File: src/rtl/game_pkg.sv
// Shared game definitions: round FSM state encoding and the data widths
// common to the round sequencer and the rating counter.
package game_pkg;

  localparam int RATING_WIDTH = 8;
  localparam int TARGET_WIDTH = 4;

  typedef enum logic [2:0] {
    ST_IDLE   = 3'd0,
    ST_SHOW   = 3'd1,
    ST_WAIT   = 3'd2,
    ST_REPORT = 3'd3,
    ST_HOLD   = 3'd4
  } round_state_t;

endpackage

File: src/rtl/round_sequencer_if.sv
// Player/target/rating-side signal bundle of the round sequencer.
// master drives the round inputs; slave is the sequencer itself.
interface round_sequencer_if #(
  parameter int RATING_WIDTH = game_pkg::RATING_WIDTH,
  parameter int TARGET_WIDTH = game_pkg::TARGET_WIDTH
);

  logic                    i_start;
  logic [TARGET_WIDTH-1:0] i_target;
  logic                    i_guess_valid;
  logic [TARGET_WIDTH-1:0] i_guess;
  logic [RATING_WIDTH-1:0] i_current_rating;
  logic [TARGET_WIDTH-1:0] o_target;
  logic                    o_show_target;
  logic                    o_window_open;
  logic                    o_round_ended;
  logic                    o_is_win;
  logic                    o_busy;

  modport master (
    output i_start, i_target, i_guess_valid, i_guess, i_current_rating,
    input  o_target, o_show_target, o_window_open, o_round_ended, o_is_win, o_busy
  );

  modport slave (
    input  i_start, i_target, i_guess_valid, i_guess, i_current_rating,
    output o_target, o_show_target, o_window_open, o_round_ended, o_is_win, o_busy
  );

endinterface

File: src/rtl/round_timer.sv
// Loadable down-counter shared by the SHOW, WAIT and HOLD phases.
// A load of N makes expired rise on the Nth cycle after the load edge.
module round_timer #(
  parameter int CNT_WIDTH = 16
) (
  input  logic                 clk,
  input  logic                 rst_n,
  input  logic                 load,
  input  logic [CNT_WIDTH-1:0] load_value,
  output logic                 expired
);

  logic [CNT_WIDTH-1:0] cnt_r;

  // Count register: load wins, otherwise count down and stop at zero
  always_ff @(posedge clk) begin
    if (!rst_n) begin
      cnt_r <= {CNT_WIDTH{1'b0}};
    end else if (load) begin
      cnt_r <= load_value;
    end else if (cnt_r != {CNT_WIDTH{1'b0}}) begin
      cnt_r <= cnt_r - CNT_WIDTH'(1);
    end else begin
      cnt_r <= cnt_r;
    end
  end

  // Flags the last cycle of the loaded interval, so the FSM leaves on time
  assign expired = (cnt_r <= CNT_WIDTH'(1));

endmodule

File: src/rtl/round_sequencer.sv
// Round controller: shows a latched target, opens a rating-dependent
// response window, judges the guess and pulses the verdict to the rating counter.
module round_sequencer
  import game_pkg::*;
#(
  parameter int RATING_WIDTH = game_pkg::RATING_WIDTH,
  parameter int TARGET_WIDTH = game_pkg::TARGET_WIDTH,
  parameter int CNT_WIDTH    = 16,
  parameter int SHOW_CYCLES  = 4,
  parameter int BASE_WINDOW  = 20,
  parameter int WINDOW_STEP  = 2,
  parameter int MIN_WINDOW   = 6,
  parameter int HOLD_CYCLES  = 3
) (
  input logic              clk,
  input logic              rst_n,
  round_sequencer_if.slave bus
);

  localparam int RED_WIDTH = RATING_WIDTH + 32;

  round_state_t            state_r;
  round_state_t            state_s;
  logic                    timer_load_s;
  logic [CNT_WIDTH-1:0]    timer_value_s;
  logic                    timer_expired_s;
  logic                    target_load_s;
  logic                    is_win_s;
  logic [RED_WIDTH-1:0]    red_s;
  logic [CNT_WIDTH-1:0]    window_s;
  logic [TARGET_WIDTH-1:0] target_r;
  logic                    is_win_r;
  logic                    show_r;
  logic                    open_r;
  logic                    ended_r;
  logic                    busy_r;

  round_timer #(.CNT_WIDTH(CNT_WIDTH)) u_timer (
    .clk        (clk),
    .rst_n      (rst_n),
    .load       (timer_load_s),
    .load_value (timer_value_s),
    .expired    (timer_expired_s)
  );

  // Window length: full-width product so large ratings clamp instead of wrapping
  always_comb begin
    red_s = RED_WIDTH'(bus.i_current_rating) * RED_WIDTH'(WINDOW_STEP);
    if (red_s >= RED_WIDTH'(BASE_WINDOW - MIN_WINDOW)) begin
      window_s = CNT_WIDTH'(MIN_WINDOW);
    end else begin
      window_s = CNT_WIDTH'(BASE_WINDOW) - CNT_WIDTH'(red_s);
    end
  end

  // State register
  always_ff @(posedge clk) begin
    if (!rst_n) begin
      state_r <= ST_IDLE;
    end else begin
      state_r <= state_s;
    end
  end

  // Next-state, timer control and verdict selection
  always_comb begin
    state_s       = state_r;
    timer_load_s  = 1'b0;
    timer_value_s = {CNT_WIDTH{1'b0}};
    target_load_s = 1'b0;
    is_win_s      = is_win_r;
    case (state_r)
      ST_IDLE: begin
        if (bus.i_start) begin
          state_s       = ST_SHOW;
          timer_load_s  = 1'b1;
          timer_value_s = CNT_WIDTH'(SHOW_CYCLES);
          target_load_s = 1'b1;
          is_win_s      = 1'b0;
        end else begin
          state_s = ST_IDLE;
        end
      end
      ST_SHOW: begin
        // Pressing before the window opens always loses
        if (bus.i_guess_valid) begin
          state_s  = ST_REPORT;
          is_win_s = 1'b0;
        end else if (timer_expired_s) begin
          state_s       = ST_WAIT;
          timer_load_s  = 1'b1;
          timer_value_s = window_s;
        end else begin
          state_s = ST_SHOW;
        end
      end
      ST_WAIT: begin
        if (bus.i_guess_valid) begin
          state_s  = ST_REPORT;
          is_win_s = (bus.i_guess == target_r);
        end else if (timer_expired_s) begin
          state_s  = ST_REPORT;
          is_win_s = 1'b0;
        end else begin
          state_s = ST_WAIT;
        end
      end
      ST_REPORT: begin
        state_s       = ST_HOLD;
        timer_load_s  = 1'b1;
        timer_value_s = CNT_WIDTH'(HOLD_CYCLES);
      end
      ST_HOLD: begin
        if (timer_expired_s) begin
          state_s = ST_IDLE;
        end else begin
          state_s = ST_HOLD;
        end
      end
      default: begin
        state_s  = ST_IDLE;
        is_win_s = 1'b0;
      end
    endcase
  end

  // Output registers, decoded from the next state so they align with state_r
  always_ff @(posedge clk) begin
    if (!rst_n) begin
      target_r <= {TARGET_WIDTH{1'b0}};
      is_win_r <= 1'b0;
      show_r   <= 1'b0;
      open_r   <= 1'b0;
      ended_r  <= 1'b0;
      busy_r   <= 1'b0;
    end else begin
      target_r <= target_load_s ? bus.i_target : target_r;
      is_win_r <= is_win_s;
      show_r   <= (state_s == ST_SHOW);
      open_r   <= (state_s == ST_WAIT);
      ended_r  <= (state_s == ST_REPORT);
      busy_r   <= (state_s != ST_IDLE);
    end
  end

  assign bus.o_target      = target_r;
  assign bus.o_is_win      = is_win_r;
  assign bus.o_show_target = show_r;
  assign bus.o_window_open = open_r;
  assign bus.o_round_ended = ended_r;
  assign bus.o_busy        = busy_r;

endmodule
File: src/flat_wrapper.sv
// flat-port wrapper written by rule: the top's interface ports become plain ports
module round_sequencer_flat import game_pkg::*;
#(
  parameter int RATING_WIDTH = game_pkg::RATING_WIDTH,
  parameter int TARGET_WIDTH = game_pkg::TARGET_WIDTH,
  parameter int CNT_WIDTH    = 16,
  parameter int SHOW_CYCLES  = 4,
  parameter int BASE_WINDOW  = 20,
  parameter int WINDOW_STEP  = 2,
  parameter int MIN_WINDOW   = 6,
  parameter int HOLD_CYCLES  = 3
)
  (clk, rst_n, bus_i_start, bus_i_target, bus_i_guess_valid, bus_i_guess, bus_i_current_rating, bus_o_target, bus_o_show_target, bus_o_window_open, bus_o_round_ended, bus_o_is_win, bus_o_busy);
  round_sequencer_if #(.RATING_WIDTH(RATING_WIDTH), .TARGET_WIDTH(TARGET_WIDTH)) bus_i ();
  input logic clk;
  input logic rst_n;
  input wire logic [$bits(bus_i.i_start)-1:0] bus_i_start;
  input wire logic [$bits(bus_i.i_target)-1:0] bus_i_target;
  input wire logic [$bits(bus_i.i_guess_valid)-1:0] bus_i_guess_valid;
  input wire logic [$bits(bus_i.i_guess)-1:0] bus_i_guess;
  input wire logic [$bits(bus_i.i_current_rating)-1:0] bus_i_current_rating;
  output wire logic [$bits(bus_i.o_target)-1:0] bus_o_target;
  output wire logic [$bits(bus_i.o_show_target)-1:0] bus_o_show_target;
  output wire logic [$bits(bus_i.o_window_open)-1:0] bus_o_window_open;
  output wire logic [$bits(bus_i.o_round_ended)-1:0] bus_o_round_ended;
  output wire logic [$bits(bus_i.o_is_win)-1:0] bus_o_is_win;
  output wire logic [$bits(bus_i.o_busy)-1:0] bus_o_busy;
  assign bus_i.i_start = bus_i_start;
  assign bus_i.i_target = bus_i_target;
  assign bus_i.i_guess_valid = bus_i_guess_valid;
  assign bus_i.i_guess = bus_i_guess;
  assign bus_i.i_current_rating = bus_i_current_rating;
  assign bus_o_target = bus_i.o_target;
  assign bus_o_show_target = bus_i.o_show_target;
  assign bus_o_window_open = bus_i.o_window_open;
  assign bus_o_round_ended = bus_i.o_round_ended;
  assign bus_o_is_win = bus_i.o_is_win;
  assign bus_o_busy = bus_i.o_busy;
  round_sequencer #(.RATING_WIDTH(RATING_WIDTH), .TARGET_WIDTH(TARGET_WIDTH), .CNT_WIDTH(CNT_WIDTH), .SHOW_CYCLES(SHOW_CYCLES), .BASE_WINDOW(BASE_WINDOW), .WINDOW_STEP(WINDOW_STEP), .MIN_WINDOW(MIN_WINDOW), .HOLD_CYCLES(HOLD_CYCLES)) u_core (.clk(clk), .rst_n(rst_n), .bus(bus_i));
endmodule
File: config.mk
export PLATFORM = sky130hd
export DESIGN_NAME = round_sequencer_flat
export DESIGN_NICKNAME = d
export VERILOG_FILES = /design/src/rtl/game_pkg.sv /design/src/rtl/round_sequencer_if.sv /design/src/rtl/round_timer.sv /design/src/rtl/round_sequencer.sv /design/src/flat_wrapper.sv
export SDC_FILE = /design/constraint.sdc
export NUM_CORES = 1
export LEC_CHECK = 0
export ABC_AREA = 1
export BUFFER_PORTS_ARGS = -buffer_cell sky130_fd_sc_hd__buf_2
export CORE_ASPECT_RATIO = 0.5
export CORE_UTILIZATION = 30
export DETAILED_ROUTE_END_ITERATION = 16
export PLACE_DENSITY = 0.49
export SLEW_MARGIN = 10
export SYNTH_ARGS = -nofsm -noshare
export SYNTH_HDL_FRONTEND = slang
export SYNTH_SLANG_ARGS = --single-unit
File: constraint.sdc
create_clock -name clk -period 2.2 [get_ports clk]
set_input_delay 0.11 -clock clk [delete_from_list [all_inputs] [get_ports clk]]
set_output_delay 0.11 -clock clk [all_outputs]
set_load 0.03 [all_outputs]
==> metrics.md <==
| Metric | Value |
|---|---|
| Grt ovf | `0` |
| Antenna violations before repair | `0` |
| Hold Path Class | `in -> reg` |
| Rel. slew slack | `about 67%` |
| Worst Path Arrival | `between 1.5 and 2 ns` |
| Gr usage total | `between 10% and 20%` |
| Antenna cell count | `0` |
| CTS Root Cell | `clkbuf_8` |
| Setup TNS | `0 ns` |
| RSZ-0062 raised after global routing | `false` |
| Pleak | `a little under 1 nW` |
| Clk sinks | `28` |
| Clock latency at the later pin of the worst-skew pair | `~0.29 ns` |
| Max rail drop VDD | `between 0.0006 and 0.0007 V` |
| Via/cell ratio | `approximately 4.5` |
| Pwr Density | `~1800 nW/um2` |
| RePlAce Congestion | `between 0.8 and 0.9` |
| Largest net degree at the start of global routing | `17` |
| Syn avg cell area | `about 6.7 um2` |
| Worst R2R Setup Slack | `between 0.4 and 0.5 ns` |
| Synth top area cells | `dfxtp_1 (34%), nand2_1 (11%), nor2_1 (11%), inv_1 (5.8%), xor2_1 (5.8%)` |
| Syn Inst Count | `about 250` |
| Syn. warnings | `0` |
| WL final | `around 3800 um` |
| Post_cts resized | `0` |
| Vias | `around 1600` |
| Max Cap Viol | `0` |
| Startpoint types | `register` |
| WHS | `approximately 0.035 ns` |
| 1st-pass router iterations | `4` |
| Area growth from synthesis to layout | `16.8%` |
| Nets | `between 300 and 400` |
| Clk pin slew, worst setup/hold paths | `about 0.1 ns` |
| Post-CTS setup buffers | `0` |
| IO Pins | `29` |
| Setup violations, final | `0` |
| Initial Util | `around 33%` |
| Crit Path Max Fanout | `5` |
| I/O Buffers | `28` |
| DIE AREA | `around 5900 um2` |
| Grt peak-use layer | `met2` |
| Share of cells above drive strength 1 | `about a fifth` |
| Final hold vios | `0` |
| Synth unique cells | `28` |
| Status | `completed` |
| Grt met2 use | `between 20% and 30%` |
| Setup Skew | `between 0.008 and 0.009 ns` |
| Finished Cell Area | `slightly below 2000 um2` |
| Hpwl dp | `~3000 um` |
| Critical path class | `reg -> reg` |
| Post-synth top area share | `33.6%` |
| Tmin final | `1.80 ns` |
| CORE AREA | `about 5000 um2` |
| ANT nets after route | `0` |
| Global Route met1 Usage | `17.4%` |
| Layout fillers | `roughly 570` |
| First-pass GRT wire length | `6300 um` |
| WL/cell | `about 11 um` |
| TritonCTS Buffers | `3` |
| Post-Place Cell Area | `around 1900 um2` |
| Row count | `18` |
| #FFs+latches synth | `28` |
| Chip Width | `around 110 um` |
| Max-slew violations | `0` |
| Hold buffers post-CTS | `0` |
| Leading area contributor after synthesis | `dfxtp_1` |
| Most frequent cells in the layout | `nor2_1 (50), nand2_1 (50), buf_2 (28), dfxtp_1 (28), inv_1 (26)` |
| Met3 Use GR | `3.69%` |
| CTS Buffer Depth | `2` |
| Syn Nets | `274` |
| Worst-Margin Slew | `0.492 ns` |
| Post-Syn Area | `1670 um2` |
| H-tree depth | `1` |
| FMAX | `between 500 and 600 MHz` |
| Tcrit/Tclk final | `between 80% and 90%` |
| Required @ worst endpoint | `approximately 2.4 ns` |
| Finished Core Util | `38.0%` |
| Chip Height | `54.7 um` |
| Sequential fraction of the synthesis area | `about a third` |
| DRT iter0 DRCs | `60` |
| Vias in the first global route | `around 1400` |
| Residual DRC | `0` |
| CTS tree | `built` |
| Critical Path Sink Type | `register` |
layer usage:
| metal | routed length, um | share of wire (%) |
|---|---|---|
| met5 | 0 | 0 |
| met4 | 63 | 1.7 |
| met3 | 152 | 4.0 |
| met2 | 1660 | 43 |
| met1 | 1940 | 51 |
where the power goes:
group,switching [W],internal (W),total [W]
logic,0.00142,0.000736,0.00216
registers,0.000171,0.000701,0.000871
clock network,0.000175,0.000244,0.000420
total,0.00177,0.00168,0.00345
synthesized netlist by cell type (all sizes together):
| library cell | number |
|---|---|
| nor3b | 1 |
| nand4 | 2 |
| and2 | 1 |
| nand2 | 54 |
| nor3 | 11 |
| ha | 5 |
| o21ai | 10 |
| dfxtp | 28 |
| buf | 1 |
| nand3b | 1 |
| nor2 | 61 |
| nand3 | 19 |
| clkbuf | 2 |
| inv | 28 |
| a211oi | 1 |
| xnor2 | 1 |
| xor2 | 11 |
| a21oi | 11 |
| or2 | 1 |
metrics by stage:
stage	instances	power [W]	setup slack, ns
floorplan	249	0.00260	0.582
global placement	344	0.00304	0.458
detailed placement	344	0.00303	0.402
CTS	348	0.00347	0.392
global route	348	0.00380	0.168
finish	348	0.00345	0.404
worst max-delay path, stage by stage (launching register included):
cell and delay (ns):
dfxtp_1 0.40, inv_1 0.11, ha_1 0.22, inv_1 0.12, nand2_1 0.06, nand2_1 0.10, nor2_4 0.05, nand2_2 0.10
nand2_1 0.07, a21oi_1 0.23, nand2_1 0.12, nand2_1 0.08, nand2_1 0.04
flip-flops by register name (all words and copies together), names as in the netlist:
register,cells
u_core.bus.o_target,4
u_core.u_timer.cnt_r,16
u_core.state_r,3
u_core.bus.o_round_ended,1
u_core.bus.o_window_open,1
u_core.bus.o_show_target,1
u_core.bus.o_busy,1
u_core.bus.o_is_win,1
final timing paths:
check,start,endpoint,cells past startpoint
setup / recovery,u_core.u_timer.cnt_r[0],u_core.bus.o_busy,12
hold / removal,bus_i_target[0],u_core.bus.o_target[0],3
setup reg to reg,u_core.u_timer.cnt_r[0],u_core.bus.o_busy,12
hold reg to reg,u_core.bus.o_is_win,u_core.bus.o_is_win,2
logic make-up (layout without fill, tap and decap cells):
logic type	count (synthesis)	after routing	share of synthesized area [%]
compound gates	22	22	6.75
buf+inv	31	60	7.57
xor+xnor	12	12	6.30
simple gates	151	151	42.1
fa+ha+maj	5	5	3.75
flops	28	28	33.6
layout make-up:
class	instances	area (um2)	area share, %
Clock buffer	3	41.3	2.12
Clock inverter	1	30.0	1.54
Inverter	28	108	5.52
Multi-Input combinational cell	190	982	50.4
Sequential cell	28	561	28.8
Tap cell	70	87.6	4.49
Timing Repair Buffer	28	140	7.19
No activity file was read; power rests on OpenSTA's default activity.
